**config.mk**
```make
export PLATFORM = sky130hd
export DESIGN_NAME = fire_control
export DESIGN_NICKNAME = d
export VERILOG_FILES = /design/src/rtl/fire_control.sv
export SDC_FILE = /design/constraint.sdc
export NUM_CORES = 1
export LEC_CHECK = 0
export CORE_MARGIN = 2
export CORE_UTILIZATION = 40
export CTS_BUF_LIST = sky130_fd_sc_hd__clkbuf_8
export DETAILED_ROUTE_END_ITERATION = 7
export GPL_TIMING_DRIVEN = 0
export HOLD_SLACK_MARGIN = 0.1
export PLACE_DENSITY = 0.79
export SYNTH_ARGS = -nofsm -noshare
export SYNTH_HDL_FRONTEND = slang
export SYNTH_SLANG_ARGS = --single-unit
```
**constraint.sdc**
```tcl
create_clock -name clk -period 2.3 [get_ports clk]
set_input_delay 0.69 -clock clk [delete_from_list [all_inputs] [get_ports clk]]
set_output_delay 0.69 -clock clk [all_outputs]
set_load 0.005 [all_outputs]
```
**src/rtl/fire_control.sv**
```systemverilog
// fire_control: trigger sequencer sitting directly in front of the weapons stage.
// Turns the raw pilot trigger into clean one-cycle fire pulses, in single-shot or
// burst mode, with a programmable cooldown between shots. It gates every shot on ship
// mode, reload state and the ammo level fed back from the weapons stage.
//
// Ports:
//   clk, rst       rising-edge clock, asynchronous active-low reset
//   mode           ship mode (4'b0010 = attack)
//   trigger        raw trigger level, synchronous to clk
//   burst_en       1 = burst of burst_len shots (0 treated as 1), 0 = single shot
//   cooldown       idle cycles between shots, sampled at every shot
//   rate_sel       ammo per shot = 1 << rate_sel
//   ammo_level     ammo count fed back from the weapons stage
//   loading_ammo   reload in progress
//   fire           one-cycle shot pulse
//   fire_rate      ammo decrement latched at sequence start
//   busy           sequence in progress
//   err, err_code  one-cycle error pulse; code 01 mode, 10 ammo, 11 abort (code holds)
//   shots_fired    saturating count of issued shots
module fire_control #(
    parameter int unsigned W     = 9,
    parameter int unsigned CD_W  = 8,
    parameter int unsigned CNT_W = 16
) (
    input  logic             clk,
    input  logic             rst,
    input  logic [3:0]       mode,
    input  logic             trigger,
    input  logic             burst_en,
    input  logic [3:0]       burst_len,
    input  logic [CD_W-1:0]  cooldown,
    input  logic [1:0]       rate_sel,
    input  logic [W-1:0]     ammo_level,
    input  logic             loading_ammo,
    output logic             fire,
    output logic [W-1:0]     fire_rate,
    output logic             busy,
    output logic             err,
    output logic [1:0]       err_code,
    output logic [CNT_W-1:0] shots_fired
);

    localparam logic [3:0] ModeAttack = 4'b0010;

    typedef enum logic [1:0] {
        StIdle,
        StFire,
        StCool
    } state_e;

    state_e          state;
    logic            trig_q;
    logic [3:0]      shots_left;
    logic [CD_W-1:0] cd_cnt;

    logic [W-1:0] rate_val;
    logic         trig_rise;
    logic         attack;
    logic         abort;
    logic         start_ok;
    logic         cont_ok;

    assign rate_val  = W'(1) << rate_sel;
    assign trig_rise = trigger & ~trig_q;
    assign attack    = (mode == ModeAttack);
    assign abort     = ~attack | loading_ammo;
    assign start_ok  = attack & ~loading_ammo & (ammo_level >= rate_val);
    // Mid-sequence re-checks use the latched rate so rate_sel changes cannot alter a burst.
    assign cont_ok   = attack & ~loading_ammo & (ammo_level >= fire_rate);

    // Moore decode of the state register.
    assign fire = (state == StFire);
    assign busy = (state != StIdle);

    always_ff @(posedge clk or negedge rst) begin
        if (!rst) begin
            state       <= StIdle;
            trig_q      <= 1'b1;  // a trigger held through reset must not fire
            fire_rate   <= '0;
            shots_left  <= '0;
            cd_cnt      <= '0;
            shots_fired <= '0;
            err         <= 1'b0;
            err_code    <= 2'b00;
        end else begin
            trig_q <= trigger;
            err    <= 1'b0;
            unique case (state)
                StIdle: begin
                    if (trig_rise) begin
                        if (start_ok) begin
                            state      <= StFire;
                            fire_rate  <= rate_val;
                            shots_left <= (burst_en && burst_len != 4'd0) ? burst_len : 4'd1;
                        end else begin
                            err      <= 1'b1;
                            err_code <= attack ? 2'b10 : 2'b01;
                        end
                    end
                end
                StFire: begin
                    shots_left <= shots_left - 4'd1;
                    if (shots_fired != '1) begin
                        shots_fired <= shots_fired + CNT_W'(1);
                    end
                    cd_cnt <= (cooldown == '0) ? CD_W'(1) : cooldown;
                    // The shot in this cycle still completes; only later shots are cancelled.
                    if (abort) begin
                        state    <= StIdle;
                        err      <= 1'b1;
                        err_code <= 2'b11;
                    end else begin
                        state <= StCool;
                    end
                end
                StCool: begin
                    cd_cnt <= cd_cnt - CD_W'(1);
                    if (abort) begin
                        state    <= StIdle;
                        err      <= 1'b1;
                        err_code <= 2'b11;
                    end else if (cd_cnt == CD_W'(1)) begin
                        if (shots_left == 4'd0) begin
                            state <= StIdle;
                        end else if (cont_ok) begin
                            state <= StFire;
                        end else begin
                            // Mode and reload are already covered by abort, so only ammo is short.
                            state    <= StIdle;
                            err      <= 1'b1;
                            err_code <= 2'b10;
                        end
                    end
                end
                default: state <= StIdle;
            endcase
        end
    end

endmodule

```
=== Yosys cells after proc, flatten, opt, wreduce, memory -nomap -nowiden ===
Index checks and enable logic that the tools add are counted.

* Equality and inequality tests: 12
* Magnitude comparators: 2
* Bitwise gates (word level): 8
* Add/sub/neg operators: 3
* Shift operators: 1
* Reduce and logical (&&, ||, !) cells: 14
* Muxes and demuxes: 31

{| class="wikitable"
|+ Operators with widths
! kind !! count
|-
| $mux W2 || 13
|-
| $ge A9 B9 Y1 || 2
|-
| $add A16 B1 Y16 const B || 1
|-
| $ne A16 B16 Y1 const B || 1
|-
| $pmux W8 S2 || 1
|-
| $mux W4 || 3
|-
| $pmux W2 S3 || 2
|-
| $mux W1 || 9
|-
| $ne A3 B3 Y1 const B || 3
|-
| $reduce_and A3 Y1 || 3
|-
| $shl A1 B2 Y9 const A || 1
|-
| $eq A8 B1 Y1 const B || 1
|-
| $logic_not A8 Y1 || 1
|-
| $mux W8 || 1
|-
| $pmux W4 S2 || 1
|-
| $sub A8 B1 Y8 const B || 1
|-
| $reduce_and A7 Y1 || 1
|-
| $ne A2 B2 Y1 const B || 3
|-
| $reduce_bool A2 Y1 || 3
|-
| $and A1 B1 Y1 || 4
|-
| $eq A4 B2 Y1 const B || 1
|-
| $logic_not A4 Y1 || 1
|-
| $reduce_bool A4 Y1 || 1
|-
| $sub A4 B1 Y4 const B || 1
|-
| 10 further kinds || 12
|}

* Bits of input ports: 32
* Output and inout bits: 30
* Word-level logic and storage cells: 79
* Flip-flop bits (word level): 43

=== Logic depth before layout (Yosys ltp) ===
Gate-level depths: netlist of run 1.

* Depth in word-level cells: 8
* Gate-level depth with buffers: 9

=== Least setup slack after synthesis of run 1 ===
No wires, ideal clock.

* Kind: in2reg
* Start point: input port ammo_level[6]
* End point: register fire_rate[0]
* Setup time: 125 ps
* Path buffers: 1
* Cell stages on the path: 5
* Slack: -70 ps
* Data arrival time: 2245 ps
* Path through: or4_4 > or3_4 > o211ai_2 > buf_4 > mux2_2

* Longest elaborated chain between the ends: 3

{| class="wikitable"
|+ RTL lines
! what !! line !! text
|-
| from (decl) || 33 || <nowiki>input logic [W-1:0] ammo_level,</nowiki>
|-
| $ge A9 B9 Y1 || 67 || <nowiki>assign start_ok = attack & ~loading_ammo & (ammo_level >= rate_val);</nowiki>
|-
| $and A1 B1 Y1 || 67 ||
|-
| $reduce_and A3 Y1 (no line) || n/a ||
|-
| to (signal assigned) || 93 || <nowiki>fire_rate <= rate_val;</nowiki>
|-
| to (decl) || 36 || <nowiki>output logic [W-1:0] fire_rate,</nowiki>
|}

Every way passes these cells.
A chain may end at the register's enable or synchronous reset.

=== Worst setup path in the final report of run 1 ===
* Start point: input port ammo_level[8]
* End point: register state[0]

* Longest elaborated chain between the ends: 7

{| class="wikitable"
|+ RTL lines
! what !! line !! text
|-
| $ge A9 B9 Y1 || 69 || <nowiki>assign cont_ok = attack & ~loading_ammo & (ammo_level >= fire_rate);</nowiki>
|-
| $and A1 B1 Y1 || 69 ||
|-
| $mux W1 || 125 || <nowiki>end else if (cont_ok) begin</nowiki>
|-
| $mux W1 || 123 || <nowiki>if (shots_left == 4'd0) begin</nowiki>
|-
| $mux W2 || 122 || <nowiki>end else if (cd_cnt == CD_W'(1)) begin</nowiki>
|-
| $mux W2 || 118 || <nowiki>if (abort) begin</nowiki>
|-
| $pmux W2 S3 || 88 || <nowiki>unique case (state)</nowiki>
|-
| to (signal assigned) || 119 || <nowiki>state <= StIdle;</nowiki>
|-
| to (signal assigned) || 124 || <nowiki>state <= StIdle;</nowiki>
|-
| to (signal assigned) || 126 || <nowiki>state <= StFire;</nowiki>
|-
| to (decl) || 51 || <nowiki>state_e state;</nowiki>
|}

Several ways; a longest one is shown, not always the timed one. The select of a mux whose other input is x is not followed.

==> flow_metrics.tcl, run 1 <==
set metrics [dict create \
    fin_crit_ps 2310 \
    synth-xor-area-share 0.0516 \
    htreeDepth 2 \
    cp.buffers_inverters 1 \
    synthSimpleGateAreaFrac 0.219 \
    fin_skew_ps 5.79 \
    wl_um 6180 \
    worstPathArrival_ps 2490 \
    cts_sinks 38 \
    critPathCaptureType "register" \
    synth_mux_area_frac 0.0369 \
    final_antenna_net_count 0 \
    final_common_cell "clkdlybuf4s50_1" \
    cp.required_ps 2480 \
    wl_per_cell_um 14.8 \
    syn_inst 257 \
    antenna_found_initial 0 \
    grt_pass1_vias 2183 \
    avgSynthCellArea_um2 9.24 \
    cts.path.max_buffers 2 \
    fin_crit_sh 1.00 \
    slew_headroom 0.411 \
    final_hold_viol_count 0 \
    place_inst 392 \
    drc_errors 0 \
    synth-seq-cells 38 \
    coreArea_um2 5820 \
    num_vias 2240 \
    dpl.hpwl_um 4040 \
    synth_top_family_by_area "simple AND/OR/NAND/NOR gates" \
    synth_cell_types 49 \
    synth_compound_gate_area_share 0.156 \
    rsz0062_at_grt "true" \
    first_iter_violations 128 \
    cp_max_fo 5 \
    grt_pass1_wl_um 9880 \
    fillers 514 \
    power_leakage_nw 1.49 \
    yosysSeqAreaShare 0.401 \
    cts-root-buf "clkbuf_8" \
    power.total_mw 3.15 \
    synth_edf_count 0 \
    via_per_inst 5.37 \
    min-delay-path-class "reg2reg" \
    mappedNetlistArea_um2 2370 \
    crit_path_start_kind "input pin" \
    initial_core_util 0.408 \
    crit_family "simple AND/OR/NAND/NOR gates" \
    hold_ws_ps 486 \
    nets 389 \
    cts_inserted_buffers 5 \
    overflow 0 \
    clkPwrFrac 0.178 \
    p_sw_frac 0.377 \
    p_per_area_nw_per_um2 919 \
    clkTransAtPathRegs_ps 70 \
    die_h_um 81.1 \
    ir_worst_vdd_mv 0.651 \
    tritoncts "done" \
    max_cap_violations 0 \
    firstDrtPassIters 4 \
    p_comb_frac 0.473 \
    report.final.slew_viol_count 0 \
    crit_chain "buf_6, or4_4, or3_4, o21ai_4, o21a_4, nor2_4, mux2_4" \
    die_w_um 81.1 \
    critPathMaxStageDelay_ps 540 \
    die_area_um2 6570 \
    io_pins 62 \
    p_int_mw 1.97 \
    worst_pin_slew_ps 883 \
    fin_ws_ps -9.02 \
    fmax_mhz 433 \
    async_reset_ff_frac 1.00 \
    run_status "finished with violations" \
    synth_flop_cell "dfrtp_1" \
    grtUsageTotal 0.197 \
    yosysWarnings 0 \
    grt_max_degree 39 \
    most-common-layout-cells "clkdlybuf4s50_1 (40), dfrtp_1 (37), nand2_1 (30)" \
    seq_power_share 0.350 \
    drive_gt1_frac 0.208 \
    clock_latency_ps 290 \
    worstSetupPathType "in2reg" \
    violations "setup timing" \
    finalSetupViolCount 2 \
    port-buffer-count 56 \
    rows 28 \
    yosys.area_share.adder 0.0843 \
    final_cells 417 \
    gp_congestion 0.821 \
    syn_to_final_growth_pct 44.6 \
    power.switching_mw 1.19 \
    post-place-ws_ps -692 \
    critical-path-slowest-cell "or4_4" \
    antennaDiodeCount 0 \
]
-- synth_stat cells, types with 6 or more instances --
library cell | n | area share
xor2_1 | 6 | 0.022
nand3_1 | 13 | 0.027
a21oi_1 | 13 | 0.027
buf_4 | 6 | 0.019
o21ai_0 | 11 | 0.023
xnor2_1 | 8 | 0.030
ha_1 | 16 | 0.084
dfrtp_1 | 37 | 0.39
nand2_1 | 31 | 0.049
o22ai_1 | 11 | 0.029
nor2_1 | 19 | 0.030
and3_1 | 6 | 0.016
inv_1 | 14 | 0.022
nand2b_1 | 6 | 0.016
-- registers in the layout, indices dropped and copies added, names as in the netlist --
signal,cells
shots_left,4
trig_q,1
state,2
fire_rate,4
err_code,2
shots_fired,16
err,1
cd_cnt,8
-- power by group through the flow --
stage / sequential, mW / clock (mW) / combinational [mW]
2_1_floorplan: 1.08 / 0 / 0.817
3_3_place_gp: 1.10 / 0 / 1.26
3_5_place_dp: 1.11 / 0 / 1.29
4_1_cts: 1.10 / 0.573 / 1.42
5_1_grt: 1.14 / 0.610 / 1.65
6_report: 1.10 / 0.560 / 1.49
-- cell type report --
class                      count  area [um^2]  area share
tap                           75         93.8      0.0273
clock inverter                 3         40.0      0.0117
inverter                      14         52.6      0.0153
timing repair buffer          73          676       0.197
buffer                        11         68.8      0.0200
multi-input combinational    198         1480       0.431
sequential                    38          952       0.277
clock buffer                   5         68.8      0.0200
-- cell families after synthesis --
| logic type | Yosys count |
|---|---|
| compound gates | 54 |
| flops | 38 |
| buf+inv | 25 |
| fa+ha+maj | 16 |
| simple gates | 101 |
| other cells | 1 |
| mux | 8 |
| xor+xnor | 14 |
-- final timing paths --
kind                                 start         endpoint  slack, ps  cells past startpoint
setup / recovery             ammo_level[8]         state[0]         -9                      7
hold / removal             shots_fired[13]  shots_fired[13]        490                      1
setup reg to reg            shots_fired[9]  shots_fired[14]        310                      6
hold reg to reg            shots_fired[13]  shots_fired[13]        490                      1
max in group asynchronous              rst   shots_fired[5]       1230                      1
min in group asynchronous              rst        cd_cnt[4]        510                      1
-- through the flow --
stage | cell area (um^2) | util | TNS [ps]
CTS | 3360 | 0.578 | 0
global placement | 3050 | 0.524 | -20940
floorplan | 2390 | - | -120
finish | 3430 | 0.590 | -9.66
global route | 3430 | 0.590 | -34.6
detailed placement | 3040 | 0.523 | -6410
-- worst register-to-register path: stages (launching register included) --
cell and delay (ps):
dfrtp_1 430, and3_1 210, and3_1 210, and3_1 240
nor4_1 500, nand2_1 140, xnor2_1 140
-- repair_timing --
item                                    CTS  global route
cloned                                    1             0
buffers inserted                         13             3
pin swaps                                19             9
hold buffers                              0             0
endpoints found under the setup margin   13            13
gates resized for setup                  50            21
-- routing by layer --
layer,routed length (um),global-route usage,vias to the layer above
met2,3070,0.336,75
met4,136,0.0847,0
met5,0,0,-
li1,-,-,1078
met3,395,0.0556,14
met1,2570,0.230,1073
Power figures use the tool's default switching activity.
==> run 2: changes to the inputs <==
RECOVER_POWER = 100   (was unset)
SKIP_CTS_REPAIR_TIMING = 1   (was unset)
==> run 2 against run 1 <==
Compared with the run above:
- the run still ends with setup timing left
- first-iteration DRC count decreased by 3.9%
- cell area is 1.6% lower
- combinational power shrank 8%
- global-route usage fell by 2.0 points
- clock skew grew 0.51 ps
- non-clock buffer count fell by 9
- routed wire length decreased by 4.6%
- register-to-register slack got worse by 120 ps
- sequential share of layout area rose by 0.45 points
- via count shrank 1.8%
- utilization fell by 0.95 points
- flip-flop and latch count unchanged
- critical endpoint unchanged
- largest power group unchanged
==> flow_metrics.tcl, run 2 (synthesized netlist as in run 1, its figures left out) <==
set metrics [dict create \
    regArea_um2 952 \
    grt_max_degree 39 \
    p_sw_frac 0.380 \
    grt_pass1_wl_um 8920 \
    largest_registers "shots_fired (16), cd_cnt (8)" \
    p_int_mw 1.87 \
    io_pins 62 \
    worstSetupPathType "in2reg" \
    worst_pin_slew_ps 992 \
    final_antenna_net_count 0 \
    tritoncts "done" \
    finalSetupViolCount 2 \
    gp_congestion 0.821 \
    most-common-layout-cells "dfrtp_1 (37), nand2_1 (30), dlygate4sd3_1 (24)" \
    largest_register "shots_fired" \
    fin_crit_ps 2330 \
    overflow 0 \
    cts_inserted_buffers 5 \
    cp_max_fo 7 \
    htreeDepth 2 \
    clock_latency_ps 290 \
    initial_core_util 0.408 \
    coreArea_um2 5820 \
    fin_skew_ps 6.30 \
    cts.path.max_buffers 2 \
    cp.required_ps 2480 \
    port-buffer-count 56 \
    critPathCaptureType "register" \
    p_per_area_nw_per_um2 895 \
    violations "setup timing" \
    grtUsageTotal 0.177 \
    finalSetupTns_ps -39.6 \
    power.switching_mw 1.15 \
    final_cell_area_um2 3380 \
    crit_path_start_kind "input pin" \
    cts-root-buf "clkbuf_8" \
    ir_worst_vdd_mv 0.618 \
    wl_um 5890 \
    drive_gt1_frac 0.171 \
    report.final.slew_viol_count 0 \
    num_vias 2200 \
    slew_headroom 0.339 \
    top_usage_layer "met2" \
    drc_errors 0 \
    cts_sinks 38 \
    final_hold_viol_count 0 \
    grt_pass1_vias 2030 \
    power_leakage_nw 1.56 \
    fin_ws_ps -30.8 \
    grt_util_met2 0.291 \
    nets 380 \
    largest_register_ffs 16 \
    min-delay-path-class "reg2reg" \
    die_w_um 81.1 \
    post_dp_cell_area_um2 3040 \
    p_comb_frac 0.453 \
    via_per_inst 5.39 \
    clkPwrFrac 0.185 \
    grt.met1_usage 0.214 \
    fin_crit_sh 1.01 \
    die_h_um 81.1 \
    max_cap_violations 0 \
    antennaDiodeCount 0 \
    dpl.hpwl_um 4040 \
    antenna_found_initial 0 \
    final_common_cell "dfrtp_1" \
    run_status "finished with violations" \
    multi_input_area_um2 1470 \
    seq_power_share 0.363 \
    clkTransAtPathRegs_ps 70 \
    firstDrtPassIters 4 \
    worstPathArrival_ps 2510 \
    fmax_mhz 429 \
    wl_per_cell_um 14.4 \
    die_area_um2 6570 \
    rsz0062_at_grt "true" \
    first_iter_violations 123 \
    syn_to_final_growth_pct 42.3 \
    rows 28 \
    fillers 527 \
    use_met3 0.0533 \
]
==> run 2: cell types whose count changed in the layout (fill, tap and decap cells not counted), moves of 2 or more <==
cell / previous run / this run
clkdlybuf4s50_1: 40 / 15
dlygate4sd3_1: 0 / 24
dlymetal6s2s_1: 1 / 12
buf_4: 18 / 12
dlygate4sd2_1: 5 / 0
buf_2: 5 / 1
buf_6: 6 / 2
clkdlybuf4s15_1: 4 / 0
clkbuf_2: 1 / 3
ha_1: 12 / 10
nor2_1: 17 / 19
==> run 2: worst paths after layout <==
path | start | to | slack (ps) | cells past startpoint
min in group asynchronous | rst | cd_cnt[4] | 550 | 1
worst max-delay path | ammo_level[8] | state[0] | -30 | 7
worst min-delay path | shots_fired[13] | shots_fired[13] | 480 | 1
worst max register to register | state[1] | shots_fired[1] | 190 | 6
worst min register to register | shots_fired[13] | shots_fired[13] | 480 | 1
max in group asynchronous | rst | shots_fired[1] | 1130 | 1
==> run 2: layer usage <==
metal | up-vias | part of all wire
met5 | - | 0
met4 | 0 | 0.017
met3 | 8 | 0.062
met2 | 72 | 0.50
met1 | 1061 | 0.42
li1 | 1059 | -
==> run 2: final cells by class <==
| class | count | area share |
|---|---|---|
| Sequential cell | 38 | 0.282 |
| Clock inverter | 3 | 0.0119 |
| Inverter | 14 | 0.0156 |
| Timing Repair Buffer | 64 | 0.188 |
| Buffer | 11 | 0.0200 |
| Multi-Input combinational cell | 198 | 0.435 |
| Clock buffer | 5 | 0.0204 |
| Tap cell | 75 | 0.0278 |
==> run 2: power groups by stage <==
stage | sequential [mW] | combinational [mW] | clock (mW)
2_1_floorplan | 1.08 | 0.817 | 0
3_3_place_gp | 1.10 | 1.26 | 0
3_5_place_dp | 1.11 | 1.29 | 0
4_1_cts | 1.10 | 1.30 | 0.573
5_1_grt | 1.13 | 1.54 | 0.610
6_report | 1.10 | 1.37 | 0.558
==> run 2: through the flow <==
step / hold WS, ps / cells / setup slack [ps] / util / power [mW]
finish: 481 / 408 / -30.8 / 0.581 / 3.02
CTS: 491 / 400 / -381 / 0.542 / 2.97
detailed placement: 476 / 392 / -692 / 0.523 / 2.40
global route: 523 / 408 / -75.3 / 0.581 / 3.27
floorplan: 394 / 261 / -62.0 / - / 1.89
global placement: 476 / 392 / -657 / 0.524 / 2.36
==> run 2: critical path: stages <==
cell     delay [ps]
buf_6            90
or4_4           530
or3_4           420
o21ai_4         230
o21a_4          220
nor2_4           40
mux2_4          290
==> RTL change 1: new RTL, flow settings as in run 2 <==
Set the parameter `W` to 18 (it was 9).
--- a/src/rtl/fire_control.sv
+++ b/src/rtl/fire_control.sv
@@ -20,3 +20,3 @@
 module fire_control #(
-    parameter int unsigned W     = 9,
+    parameter int unsigned W     = 18,
     parameter int unsigned CD_W  = 8,
Ports: changed (resized ammo_level and fire_rate); port bits go from 62 to 80. No check against the original RTL was run, so the function may have changed too.
==> RTL change 1 against run 2 <==
- maximum frequency is 2.6% higher
- synthesized area is 2.4% higher
- highest routed layer unchanged
- sequential cell count stayed put
- wire length is 2.4% higher
- count of clock-buffer cells in the layout stayed put
- worst setup slack better by 60 ps
- design area is 7.4% higher
- power is 15% lower
- register-to-register slack worse by 90 ps
- combinational power is 35% lower
- non-clock buffer count is 17 higher
==> RTL change 1: results (changes against run 2) <==
final clock skew=8.48 ps (+2.18 ps); Least-Margin Pin Slew=961 ps (-31.1 ps); DR iter-0 viols=75 (-39%); Critical Path AT=2440 ps (-70 ps); number of max-cap violations=0 (unchanged); first-pass iteration count of the detailed router=4 (unchanged); min-delay worst type=reg2reg; fraction of area in multi-input gates=41.4% (-2.1 points); HPWL Detailed=4340 um (+7.5%); Top FF cell, synth=dfrtp_1; top fanout value on the critical path=4 (-3); outcome=completed; Buffers, non-clock=92 (+23%); Skew-Pair Late Insertion Delay=280 ps; biggest regs=shots_fired x16, cd_cnt x8; routed via count=2229 (+1.3%); largest net degree at the start of global routing=39 (unchanged); synth cell count leaders=37 x dfrtp_1, 21 x nand2_1, 20 x nor2_1; count of warnings emitted by yosys=0 (unchanged); Inverters excl. clock=16 (+2); first-pass GRT wire length=9510 um (+6.6%); n_diodes=0 (unchanged); Filler cells=497 (-5.7%); Synth area leaders=dfrtp_1 38%, ha_1 8.2%, buf_4 4.3%, xnor2_1 4.0%, a21oi_1 3.3%; Final clock-cell share=3.79% (+0.57 points); RePlAce Congestion=0.888 (+8.1%); dpl ws=-735 ps (-42.1 ps); Global Route Usage Sum=18.0% (+0.36 points); initial antenna violation count=0 (unchanged); register area share after synthesis=39.2% (-0.93 points); share of post-route cells with drive strength above 1=19.0% (+1.9 points); Clk pin slew, worst setup/hold paths=80 ps; IO Port Bufs=65 (+16%); P_leak=1.73 nW (+11%); Final nets=413 (+8.7%); clock buffer depth=2 (unchanged); Cell variety after synth=54 (+10%); DRC viols=0 (unchanged); VDD IR-drop max=0.000413 V (-33%); Seq Cell Count=38 (unchanged); Routed WL=6030 um (+2.4%); NonClk Buf Share=24.3% (+3.5 points); area delta synth->final=49.3%; H-tree depth=2 (unchanged); share of flip-flops with an asynchronous set or reset=100% (unchanged); vias in the first global route=2133 (+5.1%); CLK BUF=5 (unchanged); number of multi-input logic gates=203 (+2.5%)
RTL change 1: cell types whose count changed after synthesis, moves of 3 or more:
cell,before,now
a21oi_1,13,16
buf_4,6,14
nand4_1,1,4
nor3b_1,1,4
nand2_1,31,21
o22ai_1,11,6
and4_1,0,3
and3_1,6,3
xnor2_1,8,11
xor2_1,6,3
o21ai_0,11,14
RTL change 1: power breakdown:
group	internal, mW	total (mW)	switching (mW)
combinational	0.464	0.885	0.421
clock	0.435	0.671	0.237
sequential	0.835	1.03	0.193
RTL change 1: logic make-up after synthesis:
logic type               count (synthesis)  synth area share [%]
AND/OR/NAND/NOR                         97                  21.3
XOR/XNOR                                14                  5.04
AO/OA/AOI/OAI                           56                  15.5
other                                    1                 0.154
buffers and inverters                   36                  7.82
adder cells (fa/ha/maj)                 16                  8.23
flip-flops                              38                  39.2
multiplexers                             6                  2.78
RTL change 1: final timing paths:
check / depth (start not counted) / from / to / slack, ps
setup / recovery: 8 / mode[2] / shots_left[0]$_DFFE_PN0P_ / 30
hold / removal: 1 / shots_fired[10]$_DFFE_PN0P_ / shots_fired[10]$_DFFE_PN0P_ / 490
setup reg to reg: 6 / state[1]$_DFFE_PN0P_ / shots_fired[1]$_DFFE_PN0P_ / 100
hold reg to reg: 1 / shots_fired[10]$_DFFE_PN0P_ / shots_fired[10]$_DFFE_PN0P_ / 490
max in group asynchronous: 1 / rst / cd_cnt[6]$_DFFE_PN0P_ / 1160
min in group asynchronous: 1 / rst / fire_rate[1]$_DFFE_PN0P_ / 540
RTL change 1: through the flow:
| stage | cell area [um2] | TNS, ps | instances | utilization, % | hold WS [ps] |
|---|---|---|---|---|---|
| after floorplan | 2500 | 0 | 277 | - | 394 |
| after global placement | 3240 | -20910 | 417 | 55.1 | 480 |
| after detailed placement | 3240 | -6760 | 417 | 55.0 | 487 |
| after CTS | 3370 | -3410 | 425 | 57.3 | 499 |
| after global routing | 3630 | -41.9 | 432 | 61.6 | 513 |
| final | 3630 | 0 | 432 | 61.6 | 492 |
RTL change 1: critical path: stages:
cell and delay, ps:
dlymetal6s2s_1 130, or4b_4 570, nor2_4 210, nand2_4 70, or2_4 260, buf_4 150, a2111oi_4 280, a211oi_1 80
RTL change 1: layer usage:
metal / routed length [um] / global-route usage, % / share of wire, %
met3: 297 / 3.19 / 4.9
met2: 3090 / 31.1 / 51
met1: 2570 / 22.9 / 43
met4: 71 / 5.33 / 1.2
met5: 0 / 0 / 0
==> RTL change 2: new RTL, settings of run 2 <==
Without the edit above. Register the outputs `fire` and `busy`, without a reset; this adds one clock of latency there. The other outputs are not delayed to match. Comments in the files are not updated.
--- a/src/rtl/fire_control.sv
+++ b/src/rtl/fire_control.sv
@@ -71,4 +71,6 @@
     // Moore decode of the state register.
-    assign fire = (state == StFire);
-    assign busy = (state != StIdle);
+    always_ff @(posedge clk) begin
+        fire <= (state == StFire);
+        busy <= (state != StIdle);
+    end
 
Function: changed (Yosys sat finds a counterexample within 4 cycles, from zero or initial values and one cycle with rst low).
==> RTL change 2 against run 2 <==
- the flow still finishes with violations (negative setup slack)
- final cell count down 2.5%
- critical path depth unchanged
- synthesized area up 0.16%
- register-to-register slack worse by 90 ps
- sequential cell count up 2
- power down 0.46%
- worst setup slack worse by 91 ps
- design area down 2.9%
- wire length down 5.5%
- combinational power down 8%
- first-iteration DRC count down 53%
- highest routed layer unchanged
==> RTL change 2: results (changes against run 2) <==
outcome=finished, violations left; failing checks=negative setup slack; Final nets=370 (-2.6%); first-pass GRT wire length=8310 um (-6.9%); Placed Instance Area=3050 um2 (+0.16%); Synth Area in XOR/XNOR=4.79% (-0.38 points); VDD IR-drop max=0.000696 V (+13%); Synth Area in Compound Gates=15.2% (-0.45 points); register area share after synthesis=41.7% (+1.6 points); fin worst setup slack=-122 ps (-90.8 ps); synth cell count leaders=37 x dfrtp_1, 22 x a21oi_1, 22 x nand2_1, 18 x inv_1, 16 x ha_1; worst setup path startpoint=ammo_level[4]; GR Layer Usage met2=27.9% (-1.2 points); final clock skew=9.23 ps (+2.93 ps); DR iter-0 viols=58 (-53%); Seq. cell area=992 um2 (+4.2%); R2R Setup Slk=100 ps (-90 ps); grt met3 use=3.22% (-2.1 points); R2R Path Start=shots_fired[1]$_DFFE_PN0P_; P_leak=1.43 nW (-8.6%); share of post-route cells with drive strength above 1=13.9% (-3.2 points); Internal Power=1.89 mW (+0.61%); dpl ws=-862 ps (-169 ps); final setup fails=7 (+5); Synth Instances=253 (-1.6%); final std cells w/o fill=398 (-2.5%); Synth area leaders=dfrtp_1 39%, ha_1 8.4%, a21oi_1 4.6%, xnor2_1 3.7%, nand2_1 3.5%; Rel. slew slack=34.1% (+0.26 points); WL per Instance=14.0 um (-3.1%); multiplexer share of the synthesized area=3.52% (-0.16 points); Critical Path AT=2640 ps (+130 ps); Clock Power Share=19.4% (+0.9 points); Inst Count DP=388 (-1.0%); Adder-Cell Fraction of Synth Area=8.42% (-0.013 points); routed vias/inst=5.34 (-0.94%); met1 wire length=2460 um (-1.0%); P_comb=1.26 mW (-8%); R2R cell count=7 (+1); Cell variety after synth=48 (-2.0%); met3 WL=246 um (-33%); P_clk=0.582 mW (+4.3%); top fanout value on the critical path=5 (-2); vias in the first global route=1904 (-6.2%)
## RTL change 2: worst min path at each step
stage / startpoint / endpoint / slack [ps] / cells after the start
after floorplan: rst / cd_cnt[0]$_DFFE_PN0P_ / 390 / 0
after global placement: shots_fired[4]$_DFFE_PN0P_ / shots_fired[4]$_DFFE_PN0P_ / 480 / 1
after detailed placement: shots_fired[4]$_DFFE_PN0P_ / shots_fired[4]$_DFFE_PN0P_ / 490 / 1
after CTS: shots_fired[4]$_DFFE_PN0P_ / shots_fired[4]$_DFFE_PN0P_ / 500 / 1
after global routing: shots_fired[4]$_DFFE_PN0P_ / shots_fired[4]$_DFFE_PN0P_ / 530 / 1
final: shots_fired[4]$_DFFE_PN0P_ / shots_fired[4]$_DFFE_PN0P_ / 500 / 1
## RTL change 2: cell type report
class	instances	area share, %
Buffer	11	1.83
Sequential cell	40	30.2
Clock inverter	3	1.30
Inverter	18	2.06
Clock buffer	5	2.10
Multi-Input combinational cell	188	42.4
Tap cell	75	2.86
Timing Repair Buffer	58	17.2
